**src/rtl/bicubic_nx_simd_unpack.sv**
```systemverilog
// Nx SIMD INT9xUINT8 multiplier back end: lane split with borrow fix, rounding, UINT8 clamp.
// Optional saturation counter enabled by defining BICUBIC_UNPACK_SAT_CNT_EN.
module bicubic_nx_simd_unpack #(
   parameter int PARALLEL_CORE = 8,
   parameter int FRAC_BITS     = 7
) (
   input  logic                       clk,
   input  logic                       aresetn,
   input  logic                       clken,
   input  logic [PARALLEL_CORE*48-1:0] din,
   input  logic                       din_valid,
   output logic                       din_ready,
   output logic [PARALLEL_CORE*8-1:0] dout_l,
   output logic [PARALLEL_CORE*8-1:0] dout_h,
   output logic                       dout_valid,
   input  logic                       dout_ready
`ifdef BICUBIC_UNPACK_SAT_CNT_EN
   ,
   input  logic                       sat_clr,
   output logic [31:0]                sat_count
`endif
);

   localparam logic signed [18:0] RND = 19'sd1 <<< (FRAC_BITS - 1);

   logic              s1_valid;
   logic              s1_adv;
   logic              s2_adv;
   logic signed [18:0] r_l [PARALLEL_CORE];
   logic signed [18:0] r_h [PARALLEL_CORE];

   function automatic logic signed [18:0] round_l(input logic [47:0] w);
      return $signed({w[17], w[17:0]}) + RND;
   endfunction

   // adding w[17] back to the upper field undoes the borrow taken by a negative low lane
   function automatic logic signed [18:0] round_h(input logic [47:0] w);
      logic [17:0] h;
      h = w[35:18] + {17'd0, w[17]};
      return $signed({h[17], h}) + RND;
   endfunction

   function automatic logic [7:0] clamp_u8(input logic signed [18:0] r);
      logic signed [18:0] q;
      q = r >>> FRAC_BITS;
      if (q < 19'sd0)
         return 8'd0;
      else if (q > 19'sd255)
         return 8'd255;
      else
         return q[7:0];
   endfunction

   // handshake: each stage advances when the stage behind it can take its contents
   always_comb begin
      s2_adv    = !dout_valid || dout_ready;
      s1_adv    = !s1_valid || s2_adv;
      din_ready = aresetn && clken && s1_adv;
   end

   // stage 1: lane split plus rounding offset
   always_ff @(posedge clk or negedge aresetn) begin
      if (!aresetn) begin
         s1_valid <= 1'b0;
         for (int i = 0; i < PARALLEL_CORE; i++) begin
            r_l[i] <= 19'sd0;
            r_h[i] <= 19'sd0;
         end
      end else if (clken && s1_adv) begin
         s1_valid <= din_valid && din_ready;
         if (din_valid) begin
            for (int i = 0; i < PARALLEL_CORE; i++) begin
               r_l[i] <= round_l(din[48*i +: 48]);
               r_h[i] <= round_h(din[48*i +: 48]);
            end
         end
      end
   end

   // stage 2: drop fraction bits and clamp into the output pixel registers
   always_ff @(posedge clk or negedge aresetn) begin
      if (!aresetn) begin
         dout_valid <= 1'b0;
         dout_l     <= '0;
         dout_h     <= '0;
      end else if (clken && s2_adv) begin
         dout_valid <= s1_valid;
         if (s1_valid) begin
            for (int i = 0; i < PARALLEL_CORE; i++) begin
               dout_l[8*i +: 8] <= clamp_u8(r_l[i]);
               dout_h[8*i +: 8] <= clamp_u8(r_h[i]);
            end
         end
      end
   end

`ifdef BICUBIC_UNPACK_SAT_CNT_EN
   logic [31:0] sat_inc;
   logic [32:0] sat_sum;
   logic        s2_load;

   function automatic logic is_sat(input logic signed [18:0] r);
      logic signed [18:0] q;
      q = r >>> FRAC_BITS;
      return (q < 19'sd0) || (q > 19'sd255);
   endfunction

   // lanes clamped by the beat currently moving into stage 2
   always_comb begin
      s2_load = clken && s2_adv && s1_valid;
      sat_inc = 32'd0;
      if (s2_load) begin
         for (int i = 0; i < PARALLEL_CORE; i++) begin
            sat_inc = sat_inc + {31'd0, is_sat(r_l[i])} + {31'd0, is_sat(r_h[i])};
         end
      end else begin
         sat_inc = 32'd0;
      end
      sat_sum = {1'b0, sat_count} + {1'b0, sat_inc};
   end

   // saturating counter; a clear restarts it from this cycle's increment
   always_ff @(posedge clk or negedge aresetn) begin
      if (!aresetn)
         sat_count <= 32'd0;
      else if (clken) begin
         if (sat_clr)
            sat_count <= sat_inc;
         else if (sat_sum[32])
            sat_count <= 32'hFFFF_FFFF;
         else
            sat_count <= sat_sum[31:0];
      end
   end
`endif

endmodule

```
**config.mk**
```make
export PLATFORM = sky130hd
export DESIGN_NAME = bicubic_nx_simd_unpack
export DESIGN_NICKNAME = d
export VERILOG_FILES = /design/src/rtl/bicubic_nx_simd_unpack.sv
export SDC_FILE = /design/constraint.sdc
export NUM_CORES = 1
export LEC_CHECK = 0
export BUFFER_PORTS_ARGS = -buffer_cell sky130_fd_sc_hd__buf_2
export CAP_MARGIN = 25
export CORE_AREA = 2 2 206 208
export DETAILED_ROUTE_END_ITERATION = 6
export DIE_AREA = 0 0 208 210
export PLACE_DENSITY = 0.73
export SYNTH_ARGS = -nofsm -noshare
export SYNTH_HDL_FRONTEND = slang
export SYNTH_SLANG_ARGS = --single-unit
```
**constraint.sdc**
```tcl
create_clock -name clk -period 2.13 [get_ports clk]
set_input_delay 0.1065 -clock clk [delete_from_list [all_inputs] [get_ports clk]]
set_output_delay 0.1065 -clock clk [all_outputs]
set_load 0.02 [all_outputs]
```
# Word-level counts from Yosys, hierarchy flattened
# Cells that the tools add are included.
[word_totals] output_inout_bits=130 ff_bits=434 word_cells=119 inputBits=389
[classes] order_cmp=32 reduce_logical=11 n_mux=32 n_addsub=24
[op_table] operator="18-bit by 8-bit adder with 19-bit output, second input constant" n=16
[op_table] operator="8-bit two-way mux" n=32
[op_table] operator="12-bit by 9-bit > comparator with 1-bit output, second input constant" n=16
[op_table] operator="12-bit by 1-bit < comparator with 1-bit output, second input constant" n=16
[op_table] operator="18-bit by 1-bit adder with 18-bit output" n=8
[op_table] operator="1-bit logical AND" n=5
[op_table] operator="2-bit AND reduction" n=2
[op_table] operator="1-bit logical NOT" n=2
[op_table] operator="1-bit logical OR" n=2

# Longest topological paths before layout
[depth] depth_word=5 mapped_depth=11 depth_no_buf=10

# Worst setup path before layout
# Ideal clock, no wire load.
[synth_timing] path_kind="input to register" start="in din[210]" end="reg r_h[73] (netlist name)" required_time_ns=1.997 path_slack_ns=-0.010 n_path_buf=0 arrival_ns=2.007 setup_time_ns=0.133 stages=9 cell_sequence="nand4_1 -> nor3_1 -> xor2_1 -> ha_1 -> nand3b_1 -> mux2_2 -> or3_1 -> xnor2_1 -> o21ai_0"
[synth_between] elab_chain_cells=2
[synth_lines] element="start: declaration" line_no="10" source="input logic [PARALLEL_CORE*48-1:0] din,"
[synth_lines] element="18-bit by 1-bit adder with 18-bit output" line_no="39" source="h = w[35:18] + {17'd0, w[17]};"
[synth_lines] element="18-bit by 8-bit adder with 19-bit output" line_no="40" source="return $signed({h[17], h}) + RND;"
[synth_lines] element="end signal: indexed assignment" line_no="74" source="r_h[i] <= round_h(din[48*i +: 48]);"
[synth_lines] element="end: declaration" line_no="30" source="logic signed [18:0] r_h [PARALLEL_CORE];"
# No other way between the ends.
# A chain may end at the register's enable or synchronous reset.

# Worst setup path after layout
[layout_timing] start="in din[257]" end="reg r_h[54] (netlist name)"
# The elaborated chain is that of the path after synthesis.

==> metrics.txt <==
outcome=complete, no violations; Ys Warns=0; Fin Setup TNS=0 ns; die width=208 um; sequential area share after synthesis=0.490; Switch Pwr=7.00 mW; Avg WL per Cell=16.2 um; Clock Power Share=0.312; fmax=477 MHz; initial DRC count=1311; first-pass GRT wire length=78600 um; Tightest Pin Transition=0.635 ns; Arrival @ worst endpoint=2.52 ns; Final Critical Period=2.10 ns; die area=43700 um^2; Gate power share=0.273; synth cell count leaders=442 x nand2_1, 322 x dfrtp_1, 185 x nor2_1; kind of critical path=input pin to flip-flop; CTS tree=built; Hold WC Path Type=input pin to asynchronous set/reset pin; clk buf depth=3; largest net degree at the start of global routing=115; pre-CTS setup slack=-0.00674 ns; vias in the first global route=15600; Num CTS Buffers=36; leak pwr=10.4 nW; synthesized area=16400 um^2; CTS clk-pin slew, worst paths=0.06 ns; Core Area=41500 um^2; post-synth top area share=0.490; sequential cell area=8060 um^2; clock skew=0.0131 ns; Starting Density=0.397; total wire length=48200 um; Worst Path Required=2.55 ns; synthesized net count=2261; die height=210 um; worst-path fanout max=6; Final nets=2815; post-CTS setup buffers=0; clock latency on the worst-skew pair=0.54 ns; asr flop ratio synth=1.00; Synth area leader=dfrtp_1; I/O pin cnt=519; Total Routing Usage GR=0.219; final worst slack=0.0332 ns; htree depth=2; Root Driver=clkbuf_16; Slew HR=0.577; number of placement rows=75; TritonRoute pass-1 iters=5; Power Density=920 nW/um^2; setup violators final=0; syn_area_per_cell=8.86 um^2; internal power=13.6 mW; Area contributors post-synth=dfrtp_1 49%, nand2_1 10%, xnor2_1 6.2%; Pins Over Slew Limit=0; via count=15600; total gr overflow=0; Post-Syn Instances=1856; Net Sw Frac=0.339; most frequent cell after synthesis=nand2_1; Flop pwr share=0.415; Post-synth EDFFs=0; Placer Congestion=0.934; Layout fillers=3607; max cap viols=0; initial antenna violation count=1; Post-synth top flop=dfrtp_1; Vias/cell=5.22; fraction of final layout cells sized beyond drive strength 1=0.207; dpl hpwl=33800 um; Critical Path End Type=flip-flop; total clock sinks=322; multi-input logic area=7970 um^2; Synth Register Bits=322; Final Hold Fails=0; Critical Path Start Type=input pin; Layout Area Growth over Synthesis=36.2%; VDD IR max=0.000590 V; Tcrit/Tclk final=0.984; Synth cell types=61; antenna viol nets, final=0; port bufs=374; # DRC=0
cells by family (layout without fill, tap and decap cells):
logic type,count (synthesis),after routing,share of synthesized area
adders and majority gates,19,19,0.0140
DFF,322,322,0.490
muxes,2,2,0.00137
other,0,2,0
and+or+nand+nor,845,845,0.228
buffers and inverters,122,703,0.0288
AOI/OAI and AO/OA,352,352,0.135
xor gates and xnor gates,194,194,0.103
worst paths after layout:
check	startpoint	endpoint	slack, ns	depth (start not counted)
max	din[257]	r_h[54]$_DFFE_PN0P_	0.03	11
max reg2reg	s1_valid$_DFFE_PN0P_	r_h[68]$_DFFE_PN0P_	0.47	5
min	aresetn	dout_l[25]$_DFFE_PN0P_	0.05	2
min in group clk	din[113]	r_l[113]$_DFFE_PN0P_	0.05	4
max in group asynchronous	aresetn	r_h[86]$_DFFE_PN0P_	1.14	3
min reg2reg	dout_h[52]$_DFFE_PN0P_	dout_h[52]$_DFFE_PN0P_	0.47	2
layout make-up:
cell class,instances,area share
Inverter,17,0.00285
Tap cell,539,0.0301
Clock inverter,12,0.00749
Clock buffer,53,0.0472
Sequential cell,322,0.360
Multi-Input combinational cell,1412,0.356
Antenna cell,2,0.000223
Timing Repair Buffer,621,0.196
per-layer routing:
layer | vias up | track usage | part of all wire
met3 | 114 | 0.0462 | 0.066
met4 | 0 | 0.0912 | 0.034
met5 | - | 0 | 0
met1 | 7412 | 0.273 | 0.42
met2 | 554 | 0.371 | 0.48
li1 | 7475 | - | -
layout by cell type (no fill, tap or decap), types with 12 or more instances in the layout:
master / instances
or3_1: 20
xor2_1: 77
buf_4: 32
inv_1: 17
buf_12: 12
ha_1: 15
o21ai_0: 165
dfrtp_1: 322
and3_1: 39
clkbuf_16: 37
dlygate4sd3_1: 204
o31ai_1: 133
a21oi_1: 12
nand2_1: 442
buf_2: 372
nor2_1: 182
nor3_1: 13
nand3_1: 57
nand4_1: 36
xnor2_1: 116
stage by stage:
step,total power [mW],hold WS [ns],area (um^2),std cells,util
2_1_floorplan,11.5,-0.189,16500,1856,-
3_3_place_gp,13.7,0.0227,19100,2707,0.460
3_5_place_dp,13.9,0.0271,19100,2707,0.460
4_1_cts,20.7,0.000108,22400,2976,0.539
5_1_grt,21.7,0.0482,22400,2977,0.540
6_report,20.6,0.0471,22400,2978,0.540
timing repair:
action / 4_1_cts / 5_1_grt
resized for setup: 0 / 8
endpoints found under the setup margin: 0 / 6
hold buffers: 204 / 0
hold endpoints to repair: 488 / 0
flip-flops by register name, indices dropped and copies added (netlist names):
| signal | flops |
|---|---|
| dout_valid | 1 |
| s1_valid | 1 |
| r_l | 96 |
| dout_l | 64 |
| r_h | 96 |
| dout_h | 64 |
power by group through the flow:
stage | sequential (mW) | clock [mW] | combinational, mW
4_1_cts | 8.54 | 6.58 | 5.61
3_5_place_dp | 8.63 | 0 | 5.26
5_1_grt | 8.73 | 6.81 | 6.19
6_report | 8.56 | 6.43 | 5.62
3_3_place_gp | 8.56 | 0 | 5.15
2_1_floorplan | 9.48 | 0 | 2.04
worst max-delay path: stages:
cell and delay (ns):
dlygate4sd3_1 0.55, buf_4 0.14, and4_4 0.25, and2_4 0.17
nand2_1 0.09, xnor2_2 0.15, ha_2 0.21, nand3_1 0.09
or4_4 0.46, a211oi_2 0.24, nor3_1 0.07
Note: power is estimated with default switching activity, not from simulation.
